`src/rtl/digital_clock.sv`:
```
// digital_clock: 24-hour BCD time-of-day counter.
// A prescaler divides master_clk down to a one-second tick, and the tick
// ripples through the seconds, minutes and hours BCD digit pairs.
module digital_clock #(
    parameter int unsigned CLK_DIV = 50_000_000
) (
    input  logic       master_clk,
    input  logic       reset,
    output logic [2:0] seconds_p1,
    output logic [3:0] seconds_p2,
    output logic [2:0] minutes_p1,
    output logic [3:0] minutes_p2,
    output logic [1:0] hours_p1,
    output logic [3:0] hours_p2
);

    // CLK_DIV = 1 still needs a 1-bit prescaler; it simply stays at 0 and
    // ticks on every edge.
    localparam int unsigned PW = (CLK_DIV > 1) ? $clog2(CLK_DIV) : 1;
    localparam logic [PW-1:0] PRESC_LAST = PW'(CLK_DIV - 1);

    logic [PW-1:0] presc_q, presc_d;
    logic [2:0]    sec1_q, sec1_d;
    logic [3:0]    sec2_q, sec2_d;
    logic [2:0]    min1_q, min1_d;
    logic [3:0]    min2_q, min2_d;
    logic [1:0]    hr1_q, hr1_d;
    logic [3:0]    hr2_q, hr2_d;
    logic          tick;
    logic          min_carry;
    logic          hr_carry;

    // Next-state: prescaler wrap produces the tick; carries ripple upward.
    // Digits at or above their top value wrap to 0, so an out-of-range value
    // can never survive a carry into it.
    always_comb begin
        tick      = (presc_q == PRESC_LAST);
        presc_d   = tick ? '0 : presc_q + 1'b1;
        sec1_d    = sec1_q;
        sec2_d    = sec2_q;
        min1_d    = min1_q;
        min2_d    = min2_q;
        hr1_d     = hr1_q;
        hr2_d     = hr2_q;
        min_carry = 1'b0;
        hr_carry  = 1'b0;

        if (tick) begin
            if (sec2_q >= 4'd9) begin
                sec2_d = 4'd0;
                if (sec1_q >= 3'd5) begin
                    sec1_d    = 3'd0;
                    min_carry = 1'b1;
                end else begin
                    sec1_d = sec1_q + 3'd1;
                end
            end else begin
                sec2_d = sec2_q + 4'd1;
            end
        end

        if (min_carry) begin
            if (min2_q >= 4'd9) begin
                min2_d = 4'd0;
                if (min1_q >= 3'd5) begin
                    min1_d   = 3'd0;
                    hr_carry = 1'b1;
                end else begin
                    min1_d = min1_q + 3'd1;
                end
            end else begin
                min2_d = min2_q + 4'd1;
            end
        end

        if (hr_carry) begin
            if ((hr1_q >= 2'd2) && (hr2_q >= 4'd3)) begin
                // 23 -> 00 day wrap
                hr1_d = 2'd0;
                hr2_d = 4'd0;
            end else if (hr2_q >= 4'd9) begin
                hr2_d = 4'd0;
                hr1_d = (hr1_q >= 2'd2) ? 2'd0 : hr1_q + 2'd1;
            end else begin
                hr2_d = hr2_q + 4'd1;
                if (hr1_q > 2'd2) begin
                    hr1_d = 2'd0;
                end
            end
        end
    end

    // State registers; reset clears the time and any partial prescaler count
    // and wins over a coincident tick.
    always_ff @(posedge master_clk) begin
        if (!reset) begin
            presc_q <= '0;
            sec1_q  <= '0;
            sec2_q  <= '0;
            min1_q  <= '0;
            min2_q  <= '0;
            hr1_q   <= '0;
            hr2_q   <= '0;
        end else begin
            presc_q <= presc_d;
            sec1_q  <= sec1_d;
            sec2_q  <= sec2_d;
            min1_q  <= min1_d;
            min2_q  <= min2_d;
            hr1_q   <= hr1_d;
            hr2_q   <= hr2_d;
        end
    end

    assign seconds_p1 = sec1_q;
    assign seconds_p2 = sec2_q;
    assign minutes_p1 = min1_q;
    assign minutes_p2 = min2_q;
    assign hours_p1   = hr1_q;
    assign hours_p2   = hr2_q;

endmodule

```
`config.mk`:
```
export PLATFORM = sky130hd
export DESIGN_NAME = digital_clock
export DESIGN_NICKNAME = d
export VERILOG_FILES = /design/src/rtl/digital_clock.sv
export SDC_FILE = /design/constraint.sdc
export NUM_CORES = 1
export LEC_CHECK = 0
export CAP_MARGIN = 20
export CORE_MARGIN = 5
export CORE_UTILIZATION = 45
export CTS_CLUSTER_SIZE = 14
export DETAILED_ROUTE_END_ITERATION = 16
export PLACE_DENSITY = 0.77
export SYNTH_ARGS = -nofsm -noshare
export SYNTH_HDL_FRONTEND = slang
export SYNTH_SLANG_ARGS = --single-unit
```
`constraint.sdc`:
```
create_clock -name master_clk -period 1.92 [get_ports master_clk]
set_input_delay 0.288 -clock master_clk [delete_from_list [all_inputs] [get_ports master_clk]]
set_output_delay 0.288 -clock master_clk [all_outputs]
set_load 0.01 [all_outputs]
```
## Yosys cells after proc, flatten, opt, wreduce, memory -nomap -nowiden

Cells that the tools add are included.

| word-level totals | value |
|---|---|
| flip-flop bits (word level) | 46 |
| output and inout port bits | 20 |
| word-level logic and storage cells | 46 |

| cells by class | value |
|---|---|
| $add $sub $neg | 7 |
| magnitude comparators | 8 |
| equal/unequal tests | 1 |
| muxes and demuxes | 16 |
| bitwise logic cells | 1 |
| reduce and logical (&&, ||, !) cells | 6 |

Operators with widths:

| kind | count |
|---|---|
| $add 26x1->26 const B | 1 |
| $eq 26x26->1 const B | 1 |
| $mux 4 | 4 |
| $add 4x1->4 const B | 3 |
| $ge 4x4->1 const B | 3 |
| $mux 2 | 4 |
| $add 3x1->3 const B | 2 |
| $ge 3x3->1 const B | 2 |
| $mux 1 | 6 |
| $mux 3 | 2 |
| $reduce_and 2->1 | 3 |
| $ge 4x2->1 const B | 1 |
| $reduce_bool 3->1 | 1 |
| $add 2x1->2 const B | 1 |
| $ge 2x2->1 const B | 1 |
| $gt 2x2->1 const B | 1 |
| $reduce_or 2->1 | 1 |
| $logic_and 1x1->1 | 1 |
| $not 1->1 | 1 |

## Logic depth before layout (Yosys ltp)

| logic depth | value |
|---|---|
| word-level depth | 6 |
| mapped depth | 7 |

## Least setup slack after synthesis

OpenSTA, ideal clock, no wires.

| timing | value |
|---|---|
| path kind | reg-to-reg |
| from | register sec2_q[0], in the netlist seconds_p2[0] |
| to | register hr1_q[1], in the netlist hours_p1[1] |
| library setup time | 115 ps |
| arrival time | 1795 ps |
| slack | 10 ps |
| cell stages (with the launch flop) | 8 |
| path buffers | 0 |
| period minus slack after synthesis | 1910 ps |
| cell sequence | dfxtp_1 -> inv_1 -> ha_1 -> inv_1 -> o311ai_1 -> or3_4 -> o31a_1 -> o21a_1 |

| on the way | value |
|---|---|
| longest elaborated chain between the ends | 5 |

RTL lines:

| what | RTL line | text |
|---|---|---|
| from (decl) | 24 | `logic [3:0] sec2_q, sec2_d;` |
| from (signal assigned) | 99 | `sec2_q <= '0;` |
| from (signal assigned) | 107 | `sec2_q <= sec2_d;` |
| $ge 4x4->1 | 49 | `if (sec2_q >= 4'd9) begin` |
| $mux 1 | 49 |  |
| $mux 1 | 48 | `if (tick) begin` |
| $mux 1 | 62 | `if (min_carry) begin` |
| $reduce_and 2->1 (no source line) | - |  |
| to (signal assigned) | 110 | `hr1_q <= hr1_d;` |
| to (decl) | 27 | `logic [1:0] hr1_q, hr1_d;` |

Every way passes these cells.
A chain may end at the register's enable or synchronous reset.

## Worst setup path after layout

| timing | value |
|---|---|
| from | register presc_q[0] |
| to | register hr1_q[1], in the netlist hours_p1[1] |

| on the way | value |
|---|---|
| longest elaborated chain between the ends | 4 |

RTL lines:

| what | RTL line | text |
|---|---|---|
| from (decl) | 22 | `logic [PW-1:0] presc_q, presc_d;` |
| from (signal assigned) | 105 | `presc_q <= presc_d;` |
| $eq 26x26->1 | 37 | `tick = (presc_q == PRESC_LAST);` |
| $mux 1 | 48 |  |
| $mux 1 | 62 |  |
| $reduce_and 2->1 (no source line) | - |  |

Every way passes these cells.

==> reports/metrics.yaml <==
areaGrowthSynthToFinish_pct: 36.0
synth-simple-area-share_pct: 31.2
grt_pass1_vias: 2005
drt_drc_violations_left: 0
diodes: 0
drv_cap: 0
vias: 2213
synthAdderAreaFrac_pct: 7.32
hold_class: "register to register"
critPathMaxStageDelay_ps: 480
synth_compound_area_share_pct: 8.68
nNetsFinal: 359
slew_viol_final: 0
htreeDepth: 2
synth_edf_count: 0
ff2ff_path_depth: 6
drt-initial-drc-count: 59
wl_per_cell_um: 14.1
coreArea_um2: 5140
clk_pin_slew_ps: 90
fin_crit_sh_pct: 99.9
p_per_area_nw_per_um2: 521
netlist_instances: 279
globalplace.congestion: 0.891
rows: 26
die_height_um: 82.9
fillers: 427
antenna_left: 0
setup_viol: 0
final_common_cell: "nor2_1"
hold_slack_ps: 451
worstPathRequired_ps: 2130
synth_top_family_by_area: "simple AND/OR/NAND/NOR gates"
finalHoldViolCount: 0
grt_overflow: 0
pin_count: 22
cp_max_fo: 4
min_period_ps: 1920
finalWirelength_um: 5850
dieArea_um2: 6880
netlist-cell-type-count: 47
syn_area_per_cell_um2: 8.58
slowest_stage: "or3_4"
cts_tree: "built"
endpoint: "hours_p1[1]$_SDFFE_PN0P_"
vdd_drop_max_v: 0.000294
cts_buffer_depth: 2
r2r-end: "hours_p1[1]$_SDFFE_PN0P_"
tightest_slew_ps: 655
startpoint: "presc_q[0]$_SDFF_PP0_"
die_w_um: 82.9
start_util_pct: 46.6
timing.rr.start: "presc_q[0]$_SDFF_PP0_"
dp_hpwl_um: 3970
clk_latency_ps: 300
status: "completed"
syn_nets: 295
synth_mux_area_share_pct: 2.14
maxClockFrequency_ghz: 0.521
cp.arrival_ps: 2130
async_flop_share_pct: 0
slew_headroom_pct: 55.6
fin_total_pwr_mw: 1.69
drive_above_1_share_pct: 23.5
portBuffers: 21
numClockSinks: 46
crit_type: "register to register"
numCtsBuffers: 5
ff2ff_setup_slack_ps: 2
cts_hold_buffers: 0
worstPathCellList: "ha_4 > and3_4 > nand4_1 > or3_4 > o31a_1 > o21a_1"
synthXorXnorAreaFrac_pct: 8.78
endpoint_kind: "register"
synth-seq-cells: 46
grt_max_degree: 24
fin_worst_skew_ps: 11.7
cp-start-kind: "register"
grt_pass1_wl_um: 9050
vias_per_cell: 5.35
track_usage_pct: 15.7
rsz0062_at_grt: "true"
p_leak_nw: 1.23
drt-pass1-iter-count: 4
seq_area_frac_synth_pct: 38.5
synth_warnings: 0
final_cell_mix: "nor2_1, buf_4, dfxtp_1"
clock-root-buffer: "clkbuf_8"
synthFlopType: "dfxtp_1"
min_path_cells: 1
synth_area_um2: 2390
antenna_found_initial: 0
[sequential cells by signal, indices dropped and copies added, names as in the netlist]
register    cells
minutes_p1      3
hours_p1        2
presc_q        26
hours_p2        4
seconds_p2      4
seconds_p1      3
minutes_p2      4
[what timing repair did]
action	4_1_cts	5_1_grt
setup endpoints to repair	5	37
pin swaps	0	9
resized for setup	1	35
gates cloned	0	0
setup buffers	1	5
[layout make-up]
class | count | area, µm² | area share (%)
tap | 70 | 87.6 | 2.69
sequential | 46 | 938 | 28.8
timing repair buffer | 63 | 542 | 16.6
multi-input combinational | 212 | 1520 | 46.7
clock buffer | 8 | 110 | 3.38
inverter | 15 | 56.3 | 1.73
[critical path: cells and delay by family (launching register included)]
kind,cells,cell delay [ps]
AOI/OAI and AO/OA,2,410
DFF,1,380
and+or+nand+nor,3,900
adders and majority gates,1,140
[layer usage]
layer | routed length, µm | GRT usage [%]
met1 | 2540 | 18.3
met2 | 3010 | 27.7
met3 | 192 | 3.86
met4 | 97 | 5.35
met5 | 0 | 0
[per-stage QoR]
step | TNS, ps | cells | utilization, % | instance area [µm²] | setup slack [ps]
after floorplan | 0 | 279 | - | 2390 | 10.4
after global placement | 0 | 400 | 57.4 | 2950 | 24.8
after detailed placement | -27.3 | 400 | 57.4 | 2950 | -15.7
after CTS | -56.1 | 409 | 59.8 | 3070 | -24.7
after global routing | -468 | 414 | 63.3 | 3250 | -73.7
final | 0 | 414 | 63.3 | 3250 | 1.81
[cells by family (layout without fill, tap and decap cells)]
| group | after synthesis | after routing |
|---|---|---|
| buffers and inverters | 21 | 86 |
| flip-flops | 46 | 46 |
| XOR/XNOR | 24 | 24 |
| multiplexers | 5 | 5 |
| AO/OA/AOI/OAI | 32 | 32 |
| AND/OR/NAND/NOR | 137 | 137 |
| adder cells (fa/ha/maj) | 14 | 14 |
[Yosys cell counts, types with 2 or more instances]
master	number	area share, %
dfxtp_1	46	38
mux2i_1	4	1.7
xor2_1	13	4.8
xnor2_1	11	4.0
nand4_1	9	2.4
inv_1	15	2.4
and2_1	4	1.0
ha_1	14	7.3
buf_2	2	0.42
o31a_1	2	0.73
clkbuf_1	3	0.47
o21ai_0	4	0.84
or3_1	2	0.52
a21oi_1	11	2.3
and4_1	2	0.73
a41oi_1	2	0.73
and3_1	4	1.0
o21a_1	4	1.3
nor4_1	4	1.0
nand4b_1	3	1.1
nor2_1	45	7.1
o31ai_1	3	0.94
nor4_2	3	1.6
nor3_1	11	2.3
nand2_1	17	2.7
nand3_1	20	4.2
[worst min path at each step]
stage,end,slack [ps],startpoint
floorplan,hours_p1[1]$_SDFFE_PN0P_,410,reset
global placement,presc_q[0]$_SDFF_PP0_,430,presc_q[0]$_SDFF_PP0_
detailed placement,presc_q[0]$_SDFF_PP0_,440,presc_q[0]$_SDFF_PP0_
CTS,presc_q[0]$_SDFF_PP0_,460,presc_q[0]$_SDFF_PP0_
global route,presc_q[0]$_SDFF_PP0_,460,presc_q[0]$_SDFF_PP0_
finish,presc_q[0]$_SDFF_PP0_,450,presc_q[0]$_SDFF_PP0_
[where the power goes]
part / internal, mW / leakage [nW] / switching, mW / total [mW]
Sequential: 0.957 / 0.376 / 0.00594 / 0.963
Clock: 0.364 / 0.0575 / 0.324 / 0.687
Combinational: 0.0188 / 0.799 / 0.0250 / 0.0438
Note: power is estimated with default switching activity, not from simulation.
